File: config.mk
export PLATFORM = sky130hd
export DESIGN_NAME = sprite_pixel_server
export DESIGN_NICKNAME = d
export VERILOG_FILES = /design/src/rtl/sprite_pkg.sv /design/src/rtl/sprite_palette_lut.sv /design/src/rtl/sprite_pixel_server.sv
export SDC_FILE = /design/constraint.sdc
export NUM_CORES = 1
export LEC_CHECK = 0
export CAP_MARGIN = 20
export CORE_MARGIN = 5
export CORE_UTILIZATION = 50
export DETAILED_ROUTE_END_ITERATION = 10
export PLACE_DENSITY = 0.76
export SYNTH_ARGS = -nofsm -noshare
export SYNTH_HDL_FRONTEND = slang
export SYNTH_SLANG_ARGS = --single-unit
File: constraint.sdc
create_clock -name frame_Clk -period 2.3 [get_ports frame_Clk]
set_input_delay 0.23 -clock frame_Clk [delete_from_list [all_inputs] [get_ports frame_Clk]]
set_output_delay 0.23 -clock frame_Clk [all_outputs]
set_load 0.05 [all_outputs]
File: src/rtl/sprite_pkg.sv
// Shared widths, palette table and pipeline tag type for the sprite pixel server.
package sprite_pkg;

    localparam int SPRITE_ADDR_W = 21;
    localparam int WORD_W        = 16;
    localparam int IDX_W         = 4;
    localparam int RGB_W         = 24;
    localparam int WADDR_W       = SPRITE_ADDR_W - 2;

    // Entry 0 is never shown: index 0 is the transparent colour.
    localparam logic [RGB_W-1:0] PALETTE [16] = '{
        24'h000000, 24'hFF0000, 24'h00FF00, 24'h0000FF,
        24'hFFFF00, 24'hFF00FF, 24'h00FFFF, 24'hFFFFFF,
        24'h800000, 24'h008000, 24'h000080, 24'h808000,
        24'h800080, 24'h008080, 24'hC0C0C0, 24'h808080
    };

    typedef struct packed {
        logic       valid;
        logic       hit;
        logic       in_range;
        logic [1:0] nibble;
    } pipe_tag_t;

endpackage

File: src/rtl/sprite_palette_lut.sv
// Output stage: registered palette lookup; transparent or idle slots drive black.
module sprite_palette_lut
    import sprite_pkg::*;
(
    input  logic             frame_Clk,
    input  logic             Reset,
    input  logic             in_valid,
    input  logic [IDX_W-1:0] in_idx,
    output logic             pix_valid,
    output logic             pix_opaque,
    output logic [RGB_W-1:0] pix_rgb
);

    logic             valid_q, valid_d;
    logic             opaque_q, opaque_d;
    logic [RGB_W-1:0] rgb_q, rgb_d;

    always_comb begin
        valid_d  = in_valid;
        opaque_d = in_valid && (in_idx != '0);
        rgb_d    = opaque_d ? PALETTE[in_idx] : '0;
    end

    always_ff @(posedge frame_Clk) begin
        if (Reset) begin
            valid_q  <= 1'b0;
            opaque_q <= 1'b0;
            rgb_q    <= '0;
        end else begin
            valid_q  <= valid_d;
            opaque_q <= opaque_d;
            rgb_q    <= rgb_d;
        end
    end

    assign pix_valid  = valid_q;
    assign pix_opaque = opaque_q;
    assign pix_rgb    = rgb_q;

endmodule

File: src/rtl/sprite_pixel_server.sv
// Sprite ROM responder: request register, one-word hit filter, fixed-latency
// delay line, return word select and palette output stage.
module sprite_pixel_server
    import sprite_pkg::*;
#(
    parameter int                       MEM_LATENCY   = 2,
    parameter logic [SPRITE_ADDR_W-1:0] SPRITE_PIXELS = 21'd4624
) (
    input  logic                     frame_Clk,
    input  logic                     Reset,
    input  logic                     req_valid,
    input  logic [SPRITE_ADDR_W-1:0] req_addr,
    output logic                     mem_rd_en,
    output logic [WADDR_W-1:0]       mem_addr,
    input  logic [WORD_W-1:0]        mem_rdata,
    output logic                     pix_valid,
    output logic                     pix_opaque,
    output logic [RGB_W-1:0]         pix_rgb,
    output logic                     addr_err,
    output logic [15:0]              rd_count,
    output logic [15:0]              hit_count
);

    logic               req_in_range, req_hit, req_rd;
    logic [WADDR_W-1:0] req_word;

    // Index 0 is stage R; index MEM_LATENCY lines up with mem_rdata.
    pipe_tag_t tag_pipe_q [MEM_LATENCY:0];
    pipe_tag_t tag_pipe_d [MEM_LATENCY:0];
    pipe_tag_t ret_tag;

    logic               mem_rd_en_q, mem_rd_en_d;
    logic [WADDR_W-1:0] mem_addr_q, mem_addr_d;
    logic [WADDR_W-1:0] last_word_q, last_word_d;
    logic               hold_valid_q, hold_valid_d;
    logic [WORD_W-1:0]  hold_word_q, hold_word_d;
    logic [WORD_W-1:0]  ret_word;
    logic               ret_valid_q, ret_valid_d;
    logic [IDX_W-1:0]   ret_idx_q, ret_idx_d;
    logic               addr_err_q, addr_err_d;
    logic [15:0]        rd_count_q, rd_count_d;
    logic [15:0]        hit_count_q, hit_count_d;

    always_comb begin
        req_in_range = req_addr < SPRITE_PIXELS;
        req_word     = req_addr[SPRITE_ADDR_W-1:2];
        req_hit      = hold_valid_q && (req_word == last_word_q) && req_in_range;
        req_rd       = req_valid && req_in_range && !req_hit;

        tag_pipe_d    = tag_pipe_q;
        tag_pipe_d[0] = '{valid: req_valid, hit: req_hit, in_range: req_in_range,
                          nibble: req_addr[1:0]};
        for (int i = 1; i <= MEM_LATENCY; i++)
            tag_pipe_d[i] = tag_pipe_q[i-1];

        mem_rd_en_d  = req_rd;
        mem_addr_d   = req_rd ? req_word : mem_addr_q;
        last_word_d  = last_word_q;
        hold_valid_d = hold_valid_q;
        if (req_valid && req_in_range) begin
            last_word_d  = req_word;
            hold_valid_d = 1'b1;
        end

        // Responses return in order, so a hit always finds its word already held.
        ret_tag     = tag_pipe_q[MEM_LATENCY];
        ret_word    = ret_tag.hit ? hold_word_q : mem_rdata;
        hold_word_d = (ret_tag.valid && ret_tag.in_range && !ret_tag.hit) ? mem_rdata : hold_word_q;
        ret_valid_d = ret_tag.valid;
        ret_idx_d   = ret_tag.in_range ? ret_word[{ret_tag.nibble, 2'b00} +: IDX_W] : '0;

        addr_err_d  = addr_err_q || (req_valid && !req_in_range);
        rd_count_d  = (req_rd && rd_count_q != '1) ? rd_count_q + 16'd1 : rd_count_q;
        hit_count_d = (req_valid && req_hit && hit_count_q != '1) ? hit_count_q + 16'd1 : hit_count_q;
    end

    always_ff @(posedge frame_Clk) begin
        if (Reset) begin
            tag_pipe_q   <= '{default: '0};
            mem_rd_en_q  <= 1'b0;
            mem_addr_q   <= '0;
            last_word_q  <= '0;
            hold_valid_q <= 1'b0;
            hold_word_q  <= '0;
            ret_valid_q  <= 1'b0;
            ret_idx_q    <= '0;
            addr_err_q   <= 1'b0;
            rd_count_q   <= '0;
            hit_count_q  <= '0;
        end else begin
            tag_pipe_q   <= tag_pipe_d;
            mem_rd_en_q  <= mem_rd_en_d;
            mem_addr_q   <= mem_addr_d;
            last_word_q  <= last_word_d;
            hold_valid_q <= hold_valid_d;
            hold_word_q  <= hold_word_d;
            ret_valid_q  <= ret_valid_d;
            ret_idx_q    <= ret_idx_d;
            addr_err_q   <= addr_err_d;
            rd_count_q   <= rd_count_d;
            hit_count_q  <= hit_count_d;
        end
    end

    sprite_palette_lut u_lut (
        .frame_Clk  (frame_Clk),
        .Reset      (Reset),
        .in_valid   (ret_valid_q),
        .in_idx     (ret_idx_q),
        .pix_valid  (pix_valid),
        .pix_opaque (pix_opaque),
        .pix_rgb    (pix_rgb)
    );

    assign mem_rd_en = mem_rd_en_q;
    assign mem_addr  = mem_addr_q;
    assign addr_err  = addr_err_q;
    assign rd_count  = rd_count_q;
    assign hit_count = hit_count_q;

endmodule

-- Word-level counts from Yosys, hierarchy flattened
Memory sizes are Yosys's and may differ from the RTL's. A register that Yosys moved wholly into a read port is not among the register bits.
Cells that the tools add are included.
- memories kept: 1
- memory bits (writable): 0
- bits of input ports: 40
- bits in registers: 111
- logic and storage cells: 54
- ROM bits: 384
- output and inout bits: 79
- latch bits: 0
- memory list (name ; depth ; bits a word ; rd ports ; clocked after Yosys merged registers in ; write ports ; RTL line ; text):
    (name not given) ; 16 ; 24 ; 1 ; 1 ; 0 ; sprite_palette_lut.sv:21 ; rgb_d = opaque_d ? PALETTE[in_idx] : '0;
- multiplexer cells: 1
- equal/unequal tests: 3
- shifts and indexed selects: 1
- multiply operators: 0
- bitwise operators: 3
- divide/modulo/power cells: 0
- reduce and logical (&&, ||, !) cells: 18
- $add $sub $neg: 2
- $lt $le $gt $ge: 1
- operators by type and width (operator ; number):
    $add 16x1->16 const B ; 2
    $ne 16x16->1 const B ; 2
    $lt 21x13->1 const B ; 1
    $eq 19x19->1 ; 1
    $mux 16 ; 1
    $shiftx 16x5->4 ; 1
    $logic_and 1x1->1 ; 11
    $not 4->5 ; 1
    $reduce_bool 4->1 ; 1
    $reduce_or 2->1 ; 2
    $logic_not 1->1 ; 3
    $not 1->1 ; 2
    $logic_or 1x1->1 ; 1

-- Longest topological paths before layout
- depth after elaboration: 6
- gate-level depth with buffers: 9

-- Cells and area by module
From an unflattened synthesis, not the netlist that was laid out.
- cell total of the unflattened synthesis: 564
- area, all modules: 5094.9 µm²
- modules (own cells, without submodules) (module ; area an instance (µm²) ; cells an instance ; sequential area each (µm²) ; times used):
    sprite_pixel_server ; 4416.7 ; 489 ; 2182.1 ; 1
    sprite_palette_lut ; 678.2 ; 75 ; 220.2 ; 1

-- Worst setup path before layout
Ideal clock, no wire load.
- kind: register to register
- start point: reg rd_count_q[0], in the netlist rd_count[0]
- end point: reg rd_count_q[0], in the netlist rd_count[0]
- clock period less this slack: 2.463 ns
- cell stages (with the launch flop): 10
- arrival time: 2.335 ns
- setup slack: -0.163 ns
- cell sequence: dfxtp_1 > ha_1 > nand2_1 > or2_0 > or3_1 > o211ai_1 > buf_2 > buf_2 > xor2_1 > nor2_1
- cells in the longest elaborated chain, start to end: 2
- elaborated cells between the ends (all ways): 3
- those cells by class: add/sub: 1; eq/ne: 1; reduce/logical: 1
- RTL lines (element ; RTL line ; text):
    start: declaration ; sprite_pixel_server.sv:41 ; logic [15:0] rd_count_q, rd_count_d;
    start signal: assignment ; sprite_pixel_server.sv:100 ; rd_count_q <= rd_count_d;
    parallel branches: the longest is 2 deep, another holds $add 16x1->16 ; -- ;
Several ways; the timed one is not identified.
A chain may end at the register's enable or synchronous reset.

-- Worst setup path after layout
- start point: in req_addr[16]
- end point: reg hit_count_q[8], in the netlist hit_count[8]
- cells in the longest elaborated chain, start to end: 5
- elaborated cells between the ends (all ways): 6
- those cells by class: order compare: 1; eq/ne: 1; reduce/logical: 4
- RTL lines (element ; RTL line ; text):
    start: declaration ; sprite_pixel_server.sv:12 ; input logic [SPRITE_ADDR_W-1:0] req_addr,
    parallel branches: the longest is 2 deep, another holds $lt 21x13->1 ; -- ;
    $logic_and 1x1->1 * ; sprite_pixel_server.sv:47 ; req_hit = hold_valid_q && (req_word == last_word_q) && req_in_range;
    $logic_and 1x1->1 * (2 in series) ; sprite_pixel_server.sv:74 ; hit_count_d = (req_valid && req_hit && hit_count_q != '1) ? hit_count_q + 16'd1 : hit_count_q;
    end signal: assignment ; sprite_pixel_server.sv:101 ; hit_count_q <= hit_count_d;
    end: declaration ; sprite_pixel_server.sv:42 ; logic [15:0] hit_count_q, hit_count_d;
Mark *: on every way between the ends.

==> reports/summary.log <==
INFO  finish         areaGrowthSynthToFinish=37.3%
INFO  detailed_routing drt.antenna.violating_nets=0
INFO  die            height_of_the_die=111um
INFO  yosys          ys_async_sr_fraction=0%
INFO  place          buffer_ports.inserted=118
INFO  power_and_ir_drop static-leakage-power=2.51nW
INFO  detailed_routing first_pass_iters=4
INFO  clock_network  tritoncts_clock_tree=yes
INFO  die            floorplan.die_area=12300um2
INFO  global_routing initial_antenna_violation_count=0
INFO  sta            clock.fmax=0.469GHz
INFO  flow_run       max_cap_check_violation_count=0
INFO  yosys          synth_enable_flop_cells=0
INFO  detailed_routing routed_wl=12200um
INFO  global_routing number_of_global_route_vias_before_repair=4368
INFO  sta            slew-limit-headroom=62.2%
INFO  yosys          post_synth_main_area_contributors=sky130_fd_sc_hd__dfxtp_1 (47%), sky130_fd_sc_hd__nand2_1 (5.8%), sky130_fd_sc_hd__a21oi_1 (5.3%)
INFO  detailed_routing dr_total_vias=4328
INFO  min_path       worst_hold_path_startpoint=Reset
INFO  die            initial_utilization=51.7%
INFO  clock_network  htreeDepth=4
INFO  die            floorplan.io_pins=119
INFO  min_path       endpoint_with_the_worst_hold_slack=rd_count[0]
INFO  yosys          post_synth_inst_count=557
INFO  worst_setup_path rr_endpoint=hit_count[1]
INFO  yosys          post_synth_most_frequent_cells=sky130_fd_sc_hd__dfxtp_1 (120), sky130_fd_sc_hd__nand2_1 (79), sky130_fd_sc_hd__a21oi_1 (54)
INFO  yosys          post_synth_num_cell_types=44
INFO  clock_network  path_clk_slew=60ps
INFO  sta            fin_crit=2130ps
INFO  power_and_ir_drop powerDensity=644nW/um2
INFO  min_path       hold-path-cell-count=2
INFO  worst_setup_path critical_path_buf_inv_count=1
INFO  place          placedCellCount=802
INFO  sta            final.period_utilization=92.7%
INFO  place          placement.cell_area=6460um2
INFO  sta            worst-slew-pin-transition=566ps
INFO  yosys          synth_top_area_cell=sky130_fd_sc_hd__dfxtp_1
INFO  global_routing grt_start_max_net_pins=50
INFO  worst_setup_path setup.worst_path.start_class=input port
INFO  sta            report.final.setup_viol=0
INFO  finish         layout-drive-gt1-share=13.2%
INFO  yosys          synth-seq-area-share=47.3%
INFO  sta            timing.final.hold_violations=0
INFO  detailed_routing avgRoutedWirePerCell=14.7um
INFO  finish         final_nets=737
INFO  worst_setup_path critPathRequiredTime=2730ps
INFO  global_routing grt_usage=20.0%
INFO  yosys          synth_most_common_cell=sky130_fd_sc_hd__dfxtp_1
INFO  clock_network  worst_skew_pair.late_latency=500ps
INFO  outcome        outcome=complete, no violations
INFO  yosys          post_synthesis_cell_area=5080um2
INFO  yosys          postSynth.topFlopCell=sky130_fd_sc_hd__dfxtp_1
INFO  die            floorplan.core_area=9820um2
INFO  yosys          synthesis.nets=606
INFO  clock_network  cts_inserted_buffers=17
INFO  worst_setup_path worstPathMaxFanout=17
INFO  worst_setup_path setup.worst_path.end_class=register
INFO  worst_setup_path category_of_the_most_critical_setup_path=in2reg
INFO  worst_setup_path timing.critical_path.depth=7
INFO  sta            postLayoutSetupSlackWorst=169ps
INFO  yosys          yosys_warnings=0
INFO  yosys          ys_seq_elements=120
INFO  finish         fin_cells=832
INFO  die            row_count=36
INFO  worst_setup_path startpoint_of_the_worst_register_to_register_path=hit_count[0]
INFO  clock_network  clock_sink_count=120
INFO  min_path       class_of_the_tightest_hold_or_removal_check=in2reg
INFO  worst_setup_path cell_with_the_biggest_individual_delay_on_the_critical_path=sky130_fd_sc_hd__or4_4
INFO  clock_network  hold_buffers=0
INFO  sta            clock-skew-final=11.2ps
INFO  clock_network  clk_root_buffer_cell=sky130_fd_sc_hd__clkbuf_8
INFO  global_routing wire_length_of_the_first_global_routing_pass=20600um
INFO  yosys          synth.avg_cell_area=9.12um2
INFO  worst_setup_path reg2reg_depth=8
INFO  power_and_ir_drop finalPower=4.49mW
INFO  detailed_routing drt-initial-drc-count=172
INFO  clock_network  clockBufferDepth=2
INFO  place          routabilityCongestion=0.885
INFO  worst_setup_path worst_path_largest_cell_delay=560ps
INFO  place          dp_hpwl=8880um
INFO  sta            whs=154ps
INFO  worst_setup_path crit_arrival=2560ps
INFO  finish         finish.instance_area=6970um2
INFO  sta            setup_repair_after_global_routing_missed_its_margin=no
INFO  finish         insertedDiodeCount=0
INFO  die            die-width=111um
INFO  power_and_ir_drop worst_ir_drop_vdd=484uV
INFO  detailed_routing drt-vias-per-instance=5.20
INFO  yosys          post-synth-top-area-fraction=47.3%
INFO  sta            report.final.slew_viol_count=0
INFO  place          preCtsSetupSlack=-340ps
INFO  worst_setup_path ff2ff_setup_slack=200ps
INFO  global_routing grt.overflow.total=0
INFO  worst_setup_path cells_traversed_along_the_worst_timing_path=clkdlybuf4s50_1 -> or4_4 -> nor2_4 -> and3_1 -> nand3_2 -> or4_1 -> a21oi_1
INFO  detailed_routing drt_drc_violations_left=0
INFO  worst_setup_path worst_path_dominant_cell_family=simple AND/OR/NAND/NOR gates
[cell type report]
class / instances / area, um2
Fill cell: 780 / 2850
Sequential cell: 120 / 2410
Multi-Input combinational cell: 384 / 2410
Timing Repair Buffer: 152 / 1440
Clock buffer: 20 / 435
Tap cell: 133 / 166
Clock inverter: 10 / 57.6
Inverter: 13 / 48.8
[cells by family after synthesis]
logic type,share of synthesized area (%)
DFF,47.3
AOI/OAI and AO/OA,10.8
and+or+nand+nor,23.4
muxes,6.92
xor gates and xnor gates,3.80
buffers and inverters,5.54
adders and majority gates,2.22
[layout by cell type, fill, tap and decap left out, types with 8 or more instances in the layout]
master | Yosys | layout
sky130_fd_sc_hd__mux4_2 | 8 | 8
sky130_fd_sc_hd__buf_4 | 15 | 33
sky130_fd_sc_hd__or3_1 | 20 | 20
sky130_fd_sc_hd__nor2b_1 | 17 | 17
sky130_fd_sc_hd__xnor2_1 | 20 | 20
sky130_fd_sc_hd__nor2_1 | 35 | 35
sky130_fd_sc_hd__inv_1 | 13 | 13
sky130_fd_sc_hd__a21oi_1 | 54 | 54
sky130_fd_sc_hd__o21ai_0 | 23 | 23
sky130_fd_sc_hd__ha_1 | 9 | 9
sky130_fd_sc_hd__dfxtp_1 | 120 | 113
sky130_fd_sc_hd__mux2i_1 | 16 | 16
sky130_fd_sc_hd__nand4_1 | 14 | 14
sky130_fd_sc_hd__and2_1 | 19 | 19
sky130_fd_sc_hd__nand2_1 | 79 | 79
sky130_fd_sc_hd__clkbuf_16 | 0 | 16
sky130_fd_sc_hd__clkdlybuf4s50_1 | 0 | 117
sky130_fd_sc_hd__nand3_1 | 15 | 15
[through the flow]
stage          setup TNS [ps]  util (%)
3_3_place_gp            -5070      65.8
2_1_floorplan               0         -
5_1_grt                     0      71.0
4_1_cts                     0      71.0
6_report                    0      71.0
3_5_place_dp            -7130      65.8
[what timing repair did]
action                                  CTS  global route
buffers inserted                          0             0
endpoints found under the setup margin    1             2
gates resized for setup                   1             1
[power breakdown]
group	internal, mW	switching [mW]
clock network	1.32	0.874
registers	2.09	0.00476
logic	0.115	0.0874
total	3.52	0.966
[how the worst max path moves through the flow]
stage,startpoint,end,slack [ps]
2_1_floorplan,hit_count[0],hit_count[5],0.8
3_3_place_gp,req_addr[16],hit_count[8],-290
3_5_place_dp,req_addr[16],hit_count[8],-340
4_1_cts,rd_count[7],rd_count[15],110
5_1_grt,last_word_q[2],hit_count[8],20
6_report,req_addr[16],hit_count[8],170
[state kept, by name, summed over array words and instances, names as in the netlist]
register,flops
ret_idx_q,4
ret_valid_d,1
ret_tag,4
hit_count,16
rd_count,16
u_lut.pix_opaque,1
u_lut.pix_valid,1
mem_rd_en,1
addr_err,1
hold_word_q,16
u_lut.pix_rgb,9
hold_valid_q,1
tag_pipe_d,10
last_word_q,19
mem_addr,19
ret_valid_q,1
[per-layer routing]
layer  GRT usage (%)  wire length [um]  up-vias
met5               0                 0        -
met4            6.65               112        0
met3            6.60               748       11
met2            34.7              6330      128
met1            23.2              5010     2023
li1                -                 -     2166
No activity file was read; power rests on OpenSTA's default activity.
==> edit: new RTL, config.mk and constraints unchanged <==
Put a register stage on the output `pix_rgb`, cleared by the reset. The value now appears one clock later. The other outputs are not delayed to match.
--- a/src/rtl/sprite_pixel_server.sv
+++ b/src/rtl/sprite_pixel_server.sv
@@ -20,6 +20,8 @@
     output logic [15:0]              rd_count,
     output logic [15:0]              hit_count
 );
+
+    logic [RGB_W-1:0] pix_rgb_d;
 
     logic               req_in_range, req_hit, req_rd;
     logic [WADDR_W-1:0] req_word;
@@ -109,7 +111,7 @@
         .in_idx     (ret_idx_q),
         .pix_valid  (pix_valid),
         .pix_opaque (pix_opaque),
-        .pix_rgb    (pix_rgb)
+        .pix_rgb    (pix_rgb_d)
     );
 
     assign mem_rd_en = mem_rd_en_q;
@@ -118,5 +120,13 @@
     assign rd_count  = rd_count_q;
     assign hit_count = hit_count_q;
 
+    always_ff @(posedge frame_Clk) begin
+        if (Reset) begin
+            pix_rgb <= '0;
+        end else begin
+            pix_rgb <= pix_rgb_d;
+        end
+    end
+
 endmodule
 
Formal check against the unedited RTL: not equivalent (a bounded check fails within 10 cycles, from zero or initial values and one cycle with Reset high).
==> edit against the unedited design <==
  * Maximum frequency is 4.7% lower
  * Area after synthesis is 8.0% higher
  * Final area is 8.8% higher
  * Setup slack worse by 0.10 ns
  * Non-clock buffer count is 17 higher
  * Routed wire length is 7.0% higher
  * Sequential cell count is 9 higher
  * Total power is 10% higher
  * Largest power group unchanged
==> edit: results <==
export IMPL_outcome="complete, no violations"
export IMPL_grtUsageTotal_pct=20.54
export IMPL_ys_types=55
export IMPL_grt_pass1_wl_um=21740
export IMPL_drive_gt1_share_pct=16.44
export IMPL_crit_fanout=4
export IMPL_synthMuxAreaShare_pct=8.444
export IMPL_place_congestion=0.8544
export IMPL_num_vias=4693
export IMPL_place_worst_setup_slack_ns=-0.3218
export IMPL_synth_fa_ha_area_share_pct=2.054
export IMPL_fin_skew_ns=0.01026
export IMPL_irDropWorstVdd_mv=0.4816
export IMPL_drc=0
export IMPL_final_nets=784
export IMPL_grt_max_degree=41
export IMPL_insertedDiodeCount=0
export IMPL_slew_headroom_pct=61.77
export IMPL_pwr_share_comb_pct=4.4
export IMPL_fin_crit_ns=2.235
export IMPL_drt_iter0_markers=329
export IMPL_syn_num_nets=639
export IMPL_cp_arrival_ns=2.64
export IMPL_wl_um=13060
export IMPL_firstDrtPassIters=5
export IMPL_first_global_vias=4577
export IMPL_clock_path_buffers=2
export IMPL_dp_hpwl_um=9550
export IMPL_reg2regPathDepth=6
export IMPL_synthTopCellsByArea="dfxtp_1 47%, nand2_1 5.5%, nor2b_1 3.8%"
export IMPL_yosysSeqAreaShare_pct=47.10
export IMPL_numCtsBuffers=17
export IMPL_synth_xor_area_share_pct=3.834
export IMPL_rrSetupSlack_ns=0.07
export IMPL_leakage_nw=2.826
export IMPL_yosys_top_cells_count="129 x dfxtp_1, 80 x nand2_1, 52 x nor2_1"
-- edit: cell type report --
type                       count  area [um^2]
sequential                   129         2584
fill                         821         3213
tap                          140        175.2
clock buffer                  18        427.9
multi-input combinational    404         2648
timing repair buffer         169         1565
inverter                      14        52.55
clock inverter                14        127.6
-- edit: cell families after synthesis --
family,after synthesis
AND/OR/NAND/NOR,264
AO/OA/AOI/OAI,72
XOR/XNOR,24
multiplexers,35
adder cells (fa/ha/maj),9
flip-flops,129
buffers and inverters,57
-- edit: power by group through the flow --
| stage | Combinational [W] | Clock, W | Sequential, W |
|---|---|---|---|
| global route | 0.000235 | 0.00266 | 0.00225 |
| finish | 0.000220 | 0.00249 | 0.00225 |
| floorplan | 0.0000840 | 0 | 0.00230 |
| detailed placement | 0.000214 | 0 | 0.00230 |
| CTS | 0.000215 | 0.00254 | 0.00225 |
| global placement | 0.000209 | 0 | 0.00230 |
-- edit: per-stage QoR --
| stage | area, um^2 | hold slack (ns) | cells |
|---|---|---|---|
| finish | 7580 | 0.06792 | 888 |
| global route | 7580 | 0.06764 | 888 |
| CTS | 7512 | 0.04540 | 885 |
| detailed placement | 6957 | 0.4220 | 853 |
| global placement | 6957 | 0.4178 | 853 |
| floorplan | 5483 | 0.3582 | 590 |
-- edit: path summary, 6_finish.rpt --
kind	endpoint	from
worst max register to register	hit_count[3]$_SDFFE_PP0P_	last_word_q[11]$_SDFFE_PP0P_
worst min register to register	pix_rgb[14]$_SDFF_PP0_	u_lut.pix_rgb[14]$_SDFF_PP0_
worst max-delay path	hit_count[3]$_SDFFE_PP0P_	last_word_q[11]$_SDFFE_PP0P_
worst min-delay path	hit_count[1]$_SDFFE_PP0P_	Reset
-- edit: repair_timing --
action                                 CTS  global route
setup endpoints to repair                0            14
gates resized for setup                  0            11
endpoints found under the hold margin    0             0
setup buffers                            0             3
-- edit: metal layers --
metal / up-vias / part of all wire, % / global-route usage, %
met1: 2203 / 42 / 24.47
met2: 155 / 48 / 33.72
met3: 24 / 8.4 / 7.347
met4: 0 / 1.7 / 8.607
li1: 2311 / - / -
met5: - / 0 / 0
-- edit: critical path, stage by stage (launching register included) --
cell and delay [ns]:
dfxtp_2 0.34, xor2_2 0.18, nor4_4 0.31, or4b_4 0.52, nor3_4 0.26, and3_4 0.22
mux2_4 0.29
